<file path="config.mk">
export PLATFORM = sky130hd
export DESIGN_NAME = alu_result_stage
export DESIGN_NICKNAME = d
export VERILOG_FILES = /design/src/rtl/alu_pkg.sv /design/src/rtl/result_buf2.sv /design/src/rtl/alu_result_stage.sv
export SDC_FILE = /design/constraint.sdc
export NUM_CORES = 1
export LEC_CHECK = 0
export CORE_AREA = 8 8 177 179
export DETAILED_ROUTE_END_ITERATION = 12
export DIE_AREA = 0 0 185 187
export GPL_TIMING_DRIVEN = 0
export REMOVE_ABC_BUFFERS = 1
export SYNTH_ARGS = -nofsm -noshare
export SYNTH_HDL_FRONTEND = slang
export SYNTH_SLANG_ARGS = --single-unit
</file>
<file path="constraint.sdc">
create_clock -name clk -period 5.7 [get_ports clk]
set_clock_uncertainty 0.05 [all_clocks]
set_input_delay 1.425 -clock clk [delete_from_list [all_inputs] [get_ports clk]]
set_output_delay 1.425 -clock clk [all_outputs]
set_load 0.05 [all_outputs]
</file>
<file path="src/rtl/alu_pkg.sv">
// rtl/alu_pkg.sv - shared op encodings, buffer entry layout and occupancy states
package alu_pkg;

  localparam int DEFAULT_WIDTH = 32;
  localparam int NUM_OPS       = 13;

  typedef enum logic [3:0] {
    OP_NOT_A = 4'd0,
    OP_NOT_B = 4'd1,
    OP_AND   = 4'd2,
    OP_OR    = 4'd3,
    OP_XOR   = 4'd4,
    OP_XNOR  = 4'd5,
    OP_SLT   = 4'd6,
    OP_SGT   = 4'd7,
    OP_LSL   = 4'd8,
    OP_LSR   = 4'd9,
    OP_ASR   = 4'd10,
    OP_ADD   = 4'd11,
    OP_SUB   = 4'd12
  } op_e;

  // Field order matches the packed entry carried through result_buf2.
  typedef struct packed {
    logic [DEFAULT_WIDTH-1:0] result;
    logic                     zero;
    logic                     neg;
    logic                     err;
  } alu_entry_t;

  typedef enum logic [1:0] {
    EMPTY = 2'd0,
    ONE   = 2'd1,
    FULL  = 2'd2
  } buf_state_e;

endpackage

</file>
<file path="src/rtl/result_buf2.sv">
// rtl/result_buf2.sv - generic 2-entry valid/ready buffer with registered handshakes
module result_buf2
  import alu_pkg::*;
#(
  parameter int EW = 35
) (
  input  logic          clk,
  input  logic          reset_n,
  input  logic [EW-1:0] in_data,
  input  logic          in_valid,
  output logic          in_ready,
  output logic [EW-1:0] out_data,
  output logic          out_valid,
  input  logic          out_ready
);

  buf_state_e    state;
  logic [EW-1:0] tail;
  logic          push;
  logic          pop;

  assign push = in_valid && in_ready;
  assign pop  = out_valid && out_ready;

  // out_data is the head register; it keeps its value when the buffer drains.
  always_ff @(posedge clk or negedge reset_n) begin
    if (!reset_n) begin
      state     <= EMPTY;
      out_data  <= '0;
      tail      <= '0;
      in_ready  <= 1'b1;
      out_valid <= 1'b0;
    end else begin
      case (state)
        EMPTY: begin
          if (push) begin
            out_data  <= in_data;
            out_valid <= 1'b1;
            state     <= ONE;
          end
        end
        ONE: begin
          if (push && !pop) begin
            tail     <= in_data;
            in_ready <= 1'b0;
            state    <= FULL;
          end else if (pop && !push) begin
            out_valid <= 1'b0;
            state     <= EMPTY;
          end else if (push && pop) begin
            out_data <= in_data;
          end
        end
        FULL: begin
          if (pop) begin
            out_data <= tail;
            in_ready <= 1'b1;
            state    <= ONE;
          end
        end
        default: begin
          in_ready  <= 1'b1;
          out_valid <= 1'b0;
          state     <= EMPTY;
        end
      endcase
    end
  end

endmodule

</file>
<file path="src/rtl/alu_result_stage.sv">
// rtl/alu_result_stage.sv - ALU result selection, flag generation and buffered output
module alu_result_stage
  import alu_pkg::*;
#(
  parameter int WIDTH   = DEFAULT_WIDTH,
  parameter int NUM_SRC = NUM_OPS,
  parameter int SEL_W   = 4,
  parameter int CNT_W   = 8
) (
  input  logic                     clk,
  input  logic                     reset_n,
  input  logic [NUM_SRC*WIDTH-1:0] src,
  input  logic [SEL_W-1:0]         op,
  input  logic                     in_valid,
  output logic                     in_ready,
  output logic [WIDTH-1:0]         result,
  output logic                     zero,
  output logic                     neg,
  output logic                     op_err,
  output logic                     out_valid,
  input  logic                     out_ready,
  input  logic                     err_clr,
  output logic [CNT_W-1:0]         err_cnt
);

  localparam int EW = WIDTH + 3;

  logic [WIDTH-1:0] sel_result;
  logic             illegal;
  logic [EW-1:0]    in_entry;
  logic [EW-1:0]    head;
  logic             push;

  // Illegal ops fall through with a zero result so nothing undefined is stored.
  always_comb begin
    sel_result = '0;
    illegal    = 1'b1;
    for (int k = 0; k < NUM_SRC; k++) begin
      if (op == SEL_W'(k)) begin
        sel_result = src[k*WIDTH +: WIDTH];
        illegal    = 1'b0;
      end
    end
  end

  assign in_entry = {sel_result, ~|sel_result, sel_result[WIDTH-1], illegal};

  result_buf2 #(
    .EW(EW)
  ) u_buf (
    .clk      (clk),
    .reset_n  (reset_n),
    .in_data  (in_entry),
    .in_valid (in_valid),
    .in_ready (in_ready),
    .out_data (head),
    .out_valid(out_valid),
    .out_ready(out_ready)
  );

  assign {result, zero, neg, op_err} = head;

  assign push = in_valid && in_ready;

  // Clear takes priority over a coincident illegal push.
  always_ff @(posedge clk or negedge reset_n) begin
    if (!reset_n) begin
      err_cnt <= '0;
    end else if (err_clr) begin
      err_cnt <= '0;
    end else if (push && illegal && (err_cnt != {CNT_W{1'b1}})) begin
      err_cnt <= err_cnt + 1'b1;
    end
  end

endmodule

</file>
==> metrics.md <==
| Metric | Value |
|---|---|
| NumNets Final | `1,759` |
| Final Wtd Congestion | `0.9003` |
| Slowest stage delay, CP | `about 700 ps` |
| Worst EP arrival | `5520 ps` |
| CTS tree | `built` |
| Synth top area share | `between 20% and 30%` |
| Hold path startpoint | `u_buf.tail[9]$_DFFE_PN0P_` |
| Yosys warnings | `0` |
| Detailed Place HPWL | `36.20 mm` |
| Max Freq | `187.8 MHz` |
| Synth Instances | `928` |
| Largest cells by area after synthesis | `dfrtp_1 (25%), mux2i_1 (10%), a21oi_1 (5.5%), mux2_2 (4.6%), nor2_1 (4.2%)` |
| Vias/cell | `roughly 5.5` |
| Total Power | `1.873 mW` |
| Final Hold Fails | `0` |
| Crit end category | `flip-flop` |
| DRC | `0` |
| Drt pass-1 iters | `6` |
| Critical-path cell list | `buf_2 -> buf_12 -> clkinv_2 -> nor2_4 -> a31oi_1 -> a211oi_1 -> o21ai_0 -> nor4_1 -> and4b_1 -> nand4_1 -> o221ai_1` |
| Post-synthesis async set-or-reset flop share | `between 90% and 100%` |
| CTS root buf | `clkbuf_16` |
| Final setup vio count | `0` |
| Chip height | `~190 um` |
| Initial antenna violation count | `12` |
| Worst r2r path cells | `7` |
| Antenna viol nets, final | `0` |
| Seq/Total Area, Yosys | `25.59%` |
| Max_slew headroom | `27.60%` |
| Worst setup path end | `u_buf.out_data[2]$_DFFE_PN0P_` |
| Maximum vdd drop | `0.1273 mV` |
| Final wirelength | `between 40 and 50 mm` |
| Worst skew pair latency | `330 ps` |
| Vias | `9,441` |
| Layout cell share with drive strength beyond 1 | `under 10%` |
| Design area | `between 10,000 and 15,000 um2` |
| Hold Path Class | `flip-flop to flip-flop` |
| Simple logic cell fraction of the synthesized area | `17.84%` |
| DRT iter0 DRCs | `579` |
| Reg2reg start | `err_cnt[0]$_DFFE_PN0P_` |
| Die area | `roughly 35,000 um2` |
| Number of port buffers | `469` |
| Hold path cells | `2` |
| Worst setup SP type | `input port` |
| Max Slew Vio Count | `0` |
| Placed inst area | `12,840 um2` |
| RSZ-0062 raised after global routing | `false` |
| Main combinational cell family by area after synthesis | `compound AO/OA/AOI/OAI gates` |
| Critical Path Stages | `11` |
| GRT Residual Overflow | `0` |
| # rows | `62` |
| Number of flops mapped to enable cells by yosys | `0` |
| H-tree Lvls | `3` |
| Layout area overhead | `68.52%` |
| PwrDens | `141.9 nW/um2` |
| Post-synthesis compound-gate area fraction | `30.05%` |
| Mux cell area share after synthesis | `18.86%` |
| Maximum buffer depth of the clock tree | `2` |
| Die span in x | `185 um` |
| Worst Path Max Fanout | `33` |
| Primary FF master, synth | `dfrtp_1` |
| Worst setup path category | `input port to flip-flop` |
| Worst-Margin Slew | `1084 ps` |
| Synth Area in XOR/XNOR | `0.6712%` |
| Crit-path slowest cell | `nor4_1` |
| CP top delay family | `simple AND/OR/NAND/NOR gates` |
| Core Area | `28,390 um2` |
| Syn_area_per_cell | `around 8.4 um2` |
| FF+latch count, synth | `80` |
| Final core utilization | `46.47%` |
| Run status | `finished clean` |
| Max Cap Viol | `0` |
| Critical path buffers and inverters | `3` |
| Initial Utilization | `27.57%` |
| Final period util | `93.44%` |
| Clock sinks | `80` |
| Leak pwr | `5.233 nW` |
| First-pass GRT wire length | `65.93 mm` |
| Cell taking the most area after synthesis | `dfrtp_1` |
| Total track usage | `about a quarter` |
| R2r setup slk | `3350 ps` |
| Largest net degree at the start of global routing | `~120` |
| Most frequent cell after synthesis | `nor2_1` |
| # IOs | `between 400 and 500` |
| Setup crit start | `op[2]` |
| Tmin final | `around 5300 ps` |
| Clock-pin slew on the worst setup and hold paths | `60 ps` |
| TritonCTS Buffers | `9` |
| Vias in the first global route | `roughly 9,900` |
| Most frequent cells after synthesis | `nor2_1 (87), a21oi_1 (86), mux2i_1 (80)` |
| Setup total negative slack | `0 ps` |
| Count of different cell masters after synthesis | `74` |
| Post-Synth Adder-Cell Area | `less than 1%` |
| FF-to-FF End | `err_cnt[7]$_DFFE_PN0P_` |
| Mapped Area | `7829 um2` |
| Avg WL per Cell | `roughly 26 um` |
| Worst path required time | `5890 ps` |
==> worst min-delay path by stage <==
| stage | endpoint | slack (ps) |
|---|---|---|
| 3_3_place_gp | u_buf.tail[5]$_DFFE_PN0P_ | 410 |
| 2_1_floorplan | u_buf.tail[21]$_DFFE_PN0P_ | 400 |
| 4_1_cts | u_buf.tail[9]$_DFFE_PN0P_ | 430 |
| 3_5_place_dp | u_buf.tail[9]$_DFFE_PN0P_ | 420 |
| 6_report | u_buf.tail[9]$_DFFE_PN0P_ | 430 |
| 5_1_grt | u_buf.tail[26]$_DFFE_PN0P_ | 460 |
==> layout by cell type (no fill, tap or decap), types with 19 or more instances in the layout <==
cell type,instances
a221oi_1,30
mux2_2,32
nand3_1,21
a21oi_1,86
clkdlybuf4s50_1,464
dfrtp_1,79
nor2_1,83
a211oi_1,33
mux2i_1,80
o21ai_0,50
nand2_1,70
nand2b_1,19
==> layout make-up <==
type	count	area (um2)
Antenna cell	10	25.02
Sequential cell	80	2003
Timing Repair Buffer	486	4996
Clock inverter	3	40.04
Clock buffer	13	260.3
Inverter	5	20.02
Multi-Input combinational cell	751	5368
Tap cell	384	480.5
Fill cell	2814	15200
==> through the flow <==
stage	instances	hold WS, ps	setup WS [ps]
after floorplan	836	398.4	1377
after global placement	1689	412.9	-9434
after detailed placement	1705	420.6	-1207
after CTS	1721	433.9	149.1
after global routing	1732	458.1	41.48
final	1732	427.3	373.9
==> timing repair <==
action,CTS,global route
hold buffers,0,0
setup buffers,0,1
pin swaps,0,1
cloned,0,0
setup endpoints to repair,2,2
gates resized for setup,4,1
==> sequential cells by signal, indices dropped and copies added (netlist names) <==
name             flops
u_buf.in_ready       1
u_buf.state          2
err_cnt              8
u_buf.out_valid      1
u_buf.out_data      34
u_buf.tail          34
==> report_power, final <==
part	total, mW	internal (mW)	leakage [nW]	switching (mW)
logic	0.719	0.408	3.97	0.311
clock network	0.586	0.362	0.150	0.224
registers	0.568	0.568	1.11	0
total	1.87	1.34	5.23	0.535
==> routing by layer <==
metal  vias to the layer above  wire (um)  global-route usage, %
li1                       4413          -                      -
met1                      4513      17710                  29.59
met2                       452      22420                  43.70
met3                        61       4228                  7.401
met4                         2       1255                  8.651
met5                         -         10                      0
==> logic make-up after synthesis <==
kind of cell / count (synthesis)
AOI/OAI and AO/OA: 338
and+or+nand+nor: 280
muxes: 126
buffers and inverters: 97
DFF: 80
xor gates and xnor gates: 6
adders and majority gates: 1
==> worst reg2reg max path: stages, from the launching register on <==
cell and delay [ps]:
dfrtp_1 430, ha_1 260, and3_1 190, a311oi_1 670, and3_1 310, nand4_1 130, xor2_1 150, nor2_1 50
No activity file was read; power rests on OpenSTA's default activity.
